`config.mk`:
```
export PLATFORM = sky130hd
export DESIGN_NAME = hash_scoreboard
export DESIGN_NICKNAME = d
export VERILOG_FILES = /design/src/rtl/hash_scoreboard_pkg.sv /design/src/rtl/hash_scoreboard_slot_array.sv /design/src/rtl/hash_scoreboard.sv
export SDC_FILE = /design/constraint.sdc
export NUM_CORES = 1
export LEC_CHECK = 0
export BUFFER_PORTS_ARGS = -buffer_cell sky130_fd_sc_hd__buf_2
export CAP_MARGIN = 20
export CORE_ASPECT_RATIO = 1.1
export CORE_MARGIN = 3
export CORE_UTILIZATION = 30
export CTS_CLUSTER_SIZE = 14
export DETAILED_ROUTE_END_ITERATION = 8
export GPL_TIMING_DRIVEN = 0
export SLEW_MARGIN = 30
export SYNTH_ARGS = -nofsm -noshare
export SYNTH_HDL_FRONTEND = slang
export SYNTH_HIERARCHICAL = 1
export SYNTH_SLANG_ARGS = --single-unit
```
`constraint.sdc`:
```
create_clock -name i_clk -period 4.5 [get_ports i_clk]
set_clock_uncertainty 0.05 [all_clocks]
set_input_delay 0.9 -clock i_clk [delete_from_list [all_inputs] [get_ports i_clk]]
set_output_delay 0.9 -clock i_clk [all_outputs]
set_load 0.01 [all_outputs]
```
`src/rtl/hash_scoreboard_pkg.sv`:
```
// -----------------------------------------------------------------------------
// scoreboard_pkg
// Shared types for the hash scoreboard: request opcodes, response status codes,
// per-slot state, FSM state encoding and small sizing helpers.
// -----------------------------------------------------------------------------
package scoreboard_pkg;

  typedef enum logic [1:0] {
    SB_OP_INSERT = 2'd0,
    SB_OP_LOOKUP = 2'd1,
    SB_OP_DELETE = 2'd2
  } sb_op_e;

  typedef enum logic [1:0] {
    SB_ST_OK        = 2'd0,
    SB_ST_NOT_FOUND = 2'd1,
    SB_ST_DUPLICATE = 2'd2,
    SB_ST_FULL      = 2'd3
  } sb_status_e;

  typedef enum logic [1:0] {
    SLOT_EMPTY = 2'd0,
    SLOT_VALID = 2'd1,
    SLOT_TOMB  = 2'd2
  } sb_slot_state_e;

  typedef enum logic [1:0] {
    FSM_IDLE  = 2'd0,
    FSM_PROBE = 2'd1,
    FSM_RESP  = 2'd2
  } sb_fsm_e;

  localparam int unsigned SB_DEPTH_DEF  = 8;
  localparam int unsigned SB_KEY_W_DEF  = 16;
  localparam int unsigned SB_VAL_W_DEF  = 4;

  // Width of one packed slot {state, key, val}.
  function automatic int unsigned sb_slot_w(input int unsigned key_w,
                                            input int unsigned val_w);
    return 2 + key_w + val_w;
  endfunction

endpackage

```
`src/rtl/hash_scoreboard_slot_array.sv`:
```
// -----------------------------------------------------------------------------
// hash_sb_slot_array
// Register storage for the scoreboard slots. Each slot holds a state
// (EMPTY/VALID/TOMB), a key and a value.
// Ports:
//   i_clk, i_rstn      clock, asynchronous active-low reset (all slots EMPTY)
//   i_bulk_clear       synchronous: every slot becomes EMPTY on the next edge
//   i_rd_idx           combinational read address
//   o_rd_state/key/val slot contents at i_rd_idx
//   i_wr_en/idx/state/key/val  synchronous single-slot write
// Bulk clear takes priority over a single-slot write in the same cycle.
// -----------------------------------------------------------------------------
module hash_sb_slot_array
  import scoreboard_pkg::*;
#(
  parameter int DEPTH     = 8,
  parameter int KEY_WIDTH = 16,
  parameter int VAL_WIDTH = 4,
  parameter int IDX_W     = $clog2(DEPTH)
) (
  input  logic                 i_clk,
  input  logic                 i_rstn,
  input  logic                 i_bulk_clear,
  input  logic [IDX_W-1:0]     i_rd_idx,
  output sb_slot_state_e       o_rd_state,
  output logic [KEY_WIDTH-1:0] o_rd_key,
  output logic [VAL_WIDTH-1:0] o_rd_val,
  input  logic                 i_wr_en,
  input  logic [IDX_W-1:0]     i_wr_idx,
  input  sb_slot_state_e       i_wr_state,
  input  logic [KEY_WIDTH-1:0] i_wr_key,
  input  logic [VAL_WIDTH-1:0] i_wr_val
);

  sb_slot_state_e       state_q [DEPTH];
  logic [KEY_WIDTH-1:0] key_q   [DEPTH];
  logic [VAL_WIDTH-1:0] val_q   [DEPTH];

  assign o_rd_state = state_q[i_rd_idx];
  assign o_rd_key   = key_q[i_rd_idx];
  assign o_rd_val   = val_q[i_rd_idx];

  // Slot state is the only thing that must be reset: key/val of a non-VALID
  // slot are never looked at.
  always_ff @(posedge i_clk or negedge i_rstn) begin
    if (!i_rstn) begin
      for (int i = 0; i < DEPTH; i++) state_q[i] <= SLOT_EMPTY;
    end else if (i_bulk_clear) begin
      for (int i = 0; i < DEPTH; i++) state_q[i] <= SLOT_EMPTY;
    end else if (i_wr_en) begin
      state_q[i_wr_idx] <= i_wr_state;
    end
  end

  always_ff @(posedge i_clk) begin
    if (i_wr_en) begin
      key_q[i_wr_idx] <= i_wr_key;
      val_q[i_wr_idx] <= i_wr_val;
    end
  end

endmodule

```
`src/rtl/hash_scoreboard.sv`:
```
// -----------------------------------------------------------------------------
// hash_scoreboard
// Key->value map in registers, open addressing with linear probing and
// tombstone deletion. One request at a time: IDLE -> PROBE (one slot per
// cycle) -> RESP (one-cycle response pulse) -> IDLE.
// Ports:
//   i_clk, i_rstn            clock, asynchronous active-low reset
//   i_clear                  (only with HASH_SB_CLEAR_EN) synchronous flush
//   i_req_valid/o_req_ready  request handshake, ready only in IDLE
//   i_req_op/key/val         INSERT / LOOKUP / DELETE, sampled at acceptance
//   o_rsp_valid              one-cycle response pulse
//   o_rsp_status, o_rsp_val  result; value only on LOOKUP/DELETE OK, else 0
//   o_count                  number of VALID slots
// Optional feature macro: HASH_SB_CLEAR_EN adds i_clear.
// -----------------------------------------------------------------------------
module hash_scoreboard
  import scoreboard_pkg::*;
#(
  parameter int DEPTH     = 8,
  parameter int KEY_WIDTH = 16,
  parameter int VAL_WIDTH = 4
) (
  input  logic                     i_clk,
  input  logic                     i_rstn,
`ifdef HASH_SB_CLEAR_EN
  input  logic                     i_clear,
`endif
  input  logic                     i_req_valid,
  output logic                     o_req_ready,
  input  logic [1:0]               i_req_op,
  input  logic [KEY_WIDTH-1:0]     i_req_key,
  input  logic [VAL_WIDTH-1:0]     i_req_val,
  output logic                     o_rsp_valid,
  output logic [1:0]               o_rsp_status,
  output logic [VAL_WIDTH-1:0]     o_rsp_val,
  output logic [$clog2(DEPTH):0]   o_count
);

  localparam int IDX_W = $clog2(DEPTH);
  localparam int CNT_W = IDX_W + 1;

  logic clear_req;
`ifdef HASH_SB_CLEAR_EN
  assign clear_req = i_clear;
`else
  assign clear_req = 1'b0;
`endif

  sb_fsm_e              fsm_q;
  sb_op_e               op_q;
  logic [KEY_WIDTH-1:0] key_q;
  logic [VAL_WIDTH-1:0] val_q;
  logic [IDX_W-1:0]     idx_q;
  logic [IDX_W-1:0]     probes_q;
  logic                 tomb_seen_q;
  logic [IDX_W-1:0]     tomb_idx_q;
  logic [CNT_W-1:0]     count_q;
  logic                 rsp_valid_q;
  sb_status_e           rsp_status_q;
  logic [VAL_WIDTH-1:0] rsp_val_q;

  sb_slot_state_e       rd_state;
  logic [KEY_WIDTH-1:0] rd_key;
  logic [VAL_WIDTH-1:0] rd_val;

  logic                 accept;
  logic                 term;
  sb_status_e           status_d;
  logic [VAL_WIDTH-1:0] rsp_val_d;
  logic                 wr_en;
  logic [IDX_W-1:0]     wr_idx;
  sb_slot_state_e       wr_state;
  logic                 cnt_inc;
  logic                 cnt_dec;
  logic                 cleanup;
  logic                 hit;
  logic                 tomb_here;
  logic                 last_probe;
  logic [IDX_W-1:0]     ins_idx;

  assign o_req_ready  = (fsm_q == FSM_IDLE);
  assign o_rsp_valid  = rsp_valid_q;
  assign o_rsp_status = rsp_status_q;
  assign o_rsp_val    = rsp_val_q;
  assign o_count      = count_q;

  assign accept     = (fsm_q == FSM_IDLE) && i_req_valid && !clear_req;
  assign hit        = (rd_state == SLOT_VALID) && (rd_key == key_q);
  assign tomb_here  = (rd_state == SLOT_TOMB);
  assign last_probe = (probes_q == IDX_W'(DEPTH - 1));
  // An INSERT reuses the first tombstone on its probe path; if none was seen
  // before this slot, the current slot is the target (EMPTY, or a TOMB on the
  // final probe).
  assign ins_idx    = tomb_seen_q ? tomb_idx_q : idx_q;

  // Probe decision for the slot at idx_q; any slot write happens on the
  // terminating edge only.
  always_comb begin
    term      = 1'b0;
    status_d  = SB_ST_OK;
    rsp_val_d = '0;
    wr_en     = 1'b0;
    wr_idx    = idx_q;
    wr_state  = SLOT_VALID;
    cnt_inc   = 1'b0;
    cnt_dec   = 1'b0;
    cleanup   = 1'b0;
    if (fsm_q == FSM_PROBE) begin
      if (op_q == SB_OP_INSERT) begin
        if (hit) begin
          term     = 1'b1;
          status_d = SB_ST_DUPLICATE;
        end else if (rd_state == SLOT_EMPTY || last_probe) begin
          term = 1'b1;
          if (rd_state == SLOT_EMPTY || tomb_seen_q || tomb_here) begin
            wr_en   = 1'b1;
            wr_idx  = ins_idx;
            cnt_inc = 1'b1;
          end else begin
            status_d = SB_ST_FULL;
          end
        end
      end else begin
        if (hit) begin
          term      = 1'b1;
          rsp_val_d = rd_val;
          if (op_q == SB_OP_DELETE) begin
            wr_en    = 1'b1;
            wr_state = SLOT_TOMB;
            cnt_dec  = 1'b1;
            // Last live entry gone: flush all tombstones so later probes
            // stop at the home slot again.
            cleanup  = (count_q == CNT_W'(1));
          end
        end else if (rd_state == SLOT_EMPTY || last_probe) begin
          term     = 1'b1;
          status_d = SB_ST_NOT_FOUND;
        end
      end
    end
  end

  hash_sb_slot_array #(
    .DEPTH     (DEPTH),
    .KEY_WIDTH (KEY_WIDTH),
    .VAL_WIDTH (VAL_WIDTH),
    .IDX_W     (IDX_W)
  ) u_slots (
    .i_clk        (i_clk),
    .i_rstn       (i_rstn),
    .i_bulk_clear (clear_req | cleanup),
    .i_rd_idx     (idx_q),
    .o_rd_state   (rd_state),
    .o_rd_key     (rd_key),
    .o_rd_val     (rd_val),
    .i_wr_en      (wr_en),
    .i_wr_idx     (wr_idx),
    .i_wr_state   (wr_state),
    .i_wr_key     (key_q),
    .i_wr_val     (val_q)
  );

  // Request payload is only meaningful after acceptance.
  always_ff @(posedge i_clk) begin
    if (accept) begin
      key_q <= i_req_key;
      val_q <= i_req_val;
    end
  end

  always_ff @(posedge i_clk or negedge i_rstn) begin
    if (!i_rstn) begin
      fsm_q        <= FSM_IDLE;
      op_q         <= SB_OP_INSERT;
      idx_q        <= '0;
      probes_q     <= '0;
      tomb_seen_q  <= 1'b0;
      tomb_idx_q   <= '0;
      count_q      <= '0;
      rsp_valid_q  <= 1'b0;
      rsp_status_q <= SB_ST_OK;
      rsp_val_q    <= '0;
    end else if (clear_req) begin
      fsm_q       <= FSM_IDLE;
      count_q     <= '0;
      rsp_valid_q <= 1'b0;
    end else begin
      case (fsm_q)
        FSM_IDLE: begin
          rsp_valid_q <= 1'b0;
          if (accept) begin
            op_q        <= sb_op_e'(i_req_op);
            idx_q       <= i_req_key[IDX_W-1:0];
            probes_q    <= '0;
            tomb_seen_q <= 1'b0;
            fsm_q       <= FSM_PROBE;
          end
        end
        FSM_PROBE: begin
          if (term) begin
            fsm_q        <= FSM_RESP;
            rsp_valid_q  <= 1'b1;
            rsp_status_q <= status_d;
            rsp_val_q    <= rsp_val_d;
            if (cnt_inc) count_q <= count_q + CNT_W'(1);
            if (cnt_dec) count_q <= count_q - CNT_W'(1);
          end else begin
            // DEPTH is a power of two, so the index wraps naturally.
            idx_q    <= idx_q + IDX_W'(1);
            probes_q <= probes_q + IDX_W'(1);
            if (tomb_here && !tomb_seen_q) begin
              tomb_seen_q <= 1'b1;
              tomb_idx_q  <= idx_q;
            end
          end
        end
        FSM_RESP: begin
          rsp_valid_q <= 1'b0;
          fsm_q       <= FSM_IDLE;
        end
        default: begin
          rsp_valid_q <= 1'b0;
          fsm_q       <= FSM_IDLE;
        end
      endcase
    end
  end

endmodule
```
==> results.py <==
metrics = {
    "clocking": {
        "cts_tree": "done",
        "path_clk_slew_ns": 0.06,
        "root_buffer": "clkbuf_16",
        "cts_buffers": 23,
        "cts.path.max_buffers": 3,
        "ctsHtreeMaxLevel": 1,
        "clock-sinks": 221,
        "clk_latency_ns": 0.51,
    },
    "logic_synthesis": {
        "synth_adder_area_share": 0.00814,
        "syn_nets": 523,
        "synthMuxAreaShare": 0.175,
        "synth.most_common_cell": "edfxtp_1",
        "synth_top_family_by_area": "multiplexers",
        "synth-seq-cells": 221,
        "yosys-top-cells-area": "edfxtp_1 59%, dfrtp_1 11%, mux4_1 11%, mux2_2 3.4%, mux2i_1 1.8%",
        "ys_warn_count": 6,
        "yosys.area_share.simple": 0.0578,
        "synth.distinct_cells": 53,
        "synth_xor_area_frac": 0.0171,
        "synth_compound_area_frac": 0.0263,
        "synth-edff-count": 180,
        "syn_area_um2": 9230,
        "yosysTopAreaCellShare": 0.586,
        "synth_flop_cell": "edfxtp_1",
        "yosysSeqAreaShare": 0.697,
        "synth_common_cells": "180 x edfxtp_1, 41 x dfrtp_1, 38 x mux4_1",
        "syn_avg_cell_area_um2": 18.8,
        "netlist_instances": 492,
        "synthArstFlopShare": 0.186,
        "synth_top_area_cell": "edfxtp_1",
    },
    "detailed_routing": {
        "routed_wl_mm": 20.0,
        "drc": 0,
        "viasPerCell": 4.88,
        "vias": 4882,
        "drt_iter0_drc": 445,
        "wl_per_cell_um": 20.0,
        "drtPass1Iterations": 5,
        "antenna_left": 0,
    },
    "layout": {
        "post-route-util": 0.369,
        "n_fill_cell": 2746,
        "fin_nets": 606,
        "layout-drive-gt1-share": 0.270,
        "seq_area_um2": 6430,
        "antenna_cells": 0,
        "area_delta_synth_final_pct": 19.9,
        "stdcell_area_um2": 11100,
        "multiInputGateArea_um2": 2740,
    },
    "timing": {
        "fin_crit_sh": 0.970,
        "slew_violations": 0,
        "setup_viol": 0,
        "fmax_ghz": 0.229,
        "min_period_ns": 4.37,
        "fin_ws_ns": 0.134,
        "setup_tns_ns": 0,
        "rsz0062_at_grt": "true",
        "timing.slew.headroom": 0.502,
        "max_slew.worst_pin.slew_ns": 0.747,
        "hold_viol_final": 0,
    },
    "pwr": {
        "p_sw_frac": 0.305,
        "p_per_area_nw_per_um2": 575,
        "vdd_ir_drop_max_mv": 0.470,
        "seqPwrFrac": 0.416,
        "power_frac_comb": 0.297,
        "intPower_uw": 4420,
        "leakage_uw": 0.00399,
        "p_clk_frac": 0.287,
        "power.total_uw": 6350,
        "netSwitchingPower_uw": 1930,
    },
    "placement": {
        "port_buffers": 36,
        "dpl_worst_slack_ns": -0.990,
        "place_hpwl_mm": 11.8,
        "place_area_um2": 9960,
        "routabilityCongestion": 0.776,
    },
    "floorplan": {
        "die_area_um2": 32900,
        "start_util": 0.308,
        "core_um2": 30000,
        "io_pins": 37,
        "die_x_um": 173,
        "die_h_um": 190,
        "rows": 66,
    },
    "global_route": {
        "groute.usage.overall": 0.119,
        "grt_pass1_vias": 5111,
        "antenna_found_initial": 0,
        "grt_remaining_overflow": 0,
        "grt_max_degree": 42,
        "grt_pass1_wl_mm": 30.4,
    },
    "run_status": {
        "status": "completed",
    },
    "job": {
        "cap_viol_max_count": 0,
    },
    "worst_hold_path": {
        "hold_class": "input pin to async pin",
    },
    "setup_path": {
        "path_class": "register to register",
        "critPathLaunchType": "register",
        "critPathArrivalTime_ns": 4.53,
        "end_kind": "register",
        "crit_required_ns": 4.66,
        "path_max_fanout": 11,
    },
}
metal layers:
metal,part of all wire,global-route usage
met1,0.42,0.159
met2,0.51,0.210
met3,0.046,0.0144
met4,0.015,0.0243
met5,0,0
per-stage QoR:
step / hold slack, ns / cells
floorplan: 0.405 / 492
detailed placement: 0.420 / 940
global route: 0.354 / 1000
CTS: 0.450 / 993
global placement: 0.411 / 936
finish: 0.329 / 1000
timing repair:
action                                  CTS  global route
resized for setup                        27            12
hold buffers                              0             0
endpoints found under the setup margin  176            91
endpoints found under the hold margin     0             0
pin swaps                                 6             2
buffers inserted                          7             5
gates cloned                              4             2
path summary, 6_finish.rpt:
check,cells past startpoint,from,slack (ns),endpoint
max in group asynchronous,1,i_rstn,3.67,idx_q[0]$_DFFE_PN0P_
max,15,idx_q[0]$_DFFE_PN0P_,0.13,u_slots/key_q[0][14]$_DFFE_PP_
min reg2reg,1,o_rsp_val[3]$_DFFE_PN0P_,0.45,o_rsp_val[3]$_DFFE_PN0P_
min in group i_clk,1,o_rsp_val[3]$_DFFE_PN0P_,0.45,o_rsp_val[3]$_DFFE_PN0P_
min,1,i_rstn,0.33,o_count[0]$_DFFE_PN0P_
max reg2reg,15,idx_q[0]$_DFFE_PN0P_,0.13,u_slots/key_q[0][14]$_DFFE_PP_
cells in the final DEF (no fill, tap or decap), types with 3 or more instances in the layout:
master | synthesis | layout
inv_1 | 11 | 6
and4bb_4 | 0 | 4
nand2_1 | 22 | 22
dfrtp_1 | 41 | 40
edfxtp_1 | 180 | 180
mux2i_1 | 17 | 17
a21oi_1 | 5 | 4
mux2_4 | 0 | 3
buf_4 | 1 | 13
nor3_1 | 5 | 5
clkbuf_16 | 0 | 25
buf_6 | 6 | 8
clkbuf_1 | 6 | 12
nand4b_1 | 3 | 3
bufinv_16 | 0 | 4
a22o_1 | 4 | 4
ha_1 | 6 | 6
o21ai_0 | 7 | 7
mux4_2 | 6 | 6
inv_6 | 0 | 3
mux4_1 | 38 | 38
nand3_1 | 8 | 8
xor2_1 | 8 | 6
clkinv_1 | 0 | 5
nor2_1 | 27 | 27
buf_2 | 2 | 37
nand4_1 | 7 | 7
mux2_2 | 28 | 25
clkbuf_4 | 0 | 3
xnor2_1 | 10 | 10
final cells by class:
type | instances | area share
timing repair buffer | 52 | 0.0307
buffer | 20 | 0.0129
multi-input combinational | 243 | 0.248
clock buffer | 32 | 0.0598
sequential | 221 | 0.582
clock inverter | 10 | 0.00690
timing repair inverter | 3 | 0.00215
tap | 408 | 0.0462
inverter | 11 | 0.0121
power groups by stage:
stage | Clock, µW | Combinational, µW | Sequential, µW
floorplan | 0 | 1290 | 2640
global placement | 0 | 1750 | 2670
detailed placement | 0 | 1770 | 2690
CTS | 1870 | 1870 | 2650
global route | 1960 | 2040 | 2680
finish | 1820 | 1880 | 2650
sequential cells by signal, indices dropped and copies added, names as in the netlist, 3 cells and up:
| register | cells |
|---|---|
| o_rsp_val | 4 |
| u_slots/key_q | 128 |
| u_slots/val_q | 32 |
| u_slots/state_q | 16 |
| idx_q | 3 |
| tomb_idx_q | 3 |
| o_count | 4 |
| probes_q | 3 |
| key_q | 16 |
| val_q | 4 |
kinds of logic (layout without fill, tap and decap cells):
logic type / count (synthesis) / after routing
flops: 221 / 221
mux: 89 / 89
compound gates: 31 / 31
xor+xnor: 18 / 18
buf+inv: 31 / 128
simple gates: 96 / 99
fa+ha+maj: 6 / 6
worst max-delay path, stage by stage, from the launching register on:
cell     delay, ns
dfrtp_2       0.42
buf_6         0.19
buf_6         0.21
mux4_1        0.56
mux2_2        0.29
xor2_2        0.21
nor4_2        0.06
buf_4         0.15
and3b_1       0.19
buf_4         0.16
and2_4        0.15
nor3_4        0.23
mux2_4        0.41
nor4b_4       0.43
buf_6         0.20
buf_4         0.16
Note: power is estimated with default switching activity, not from simulation.
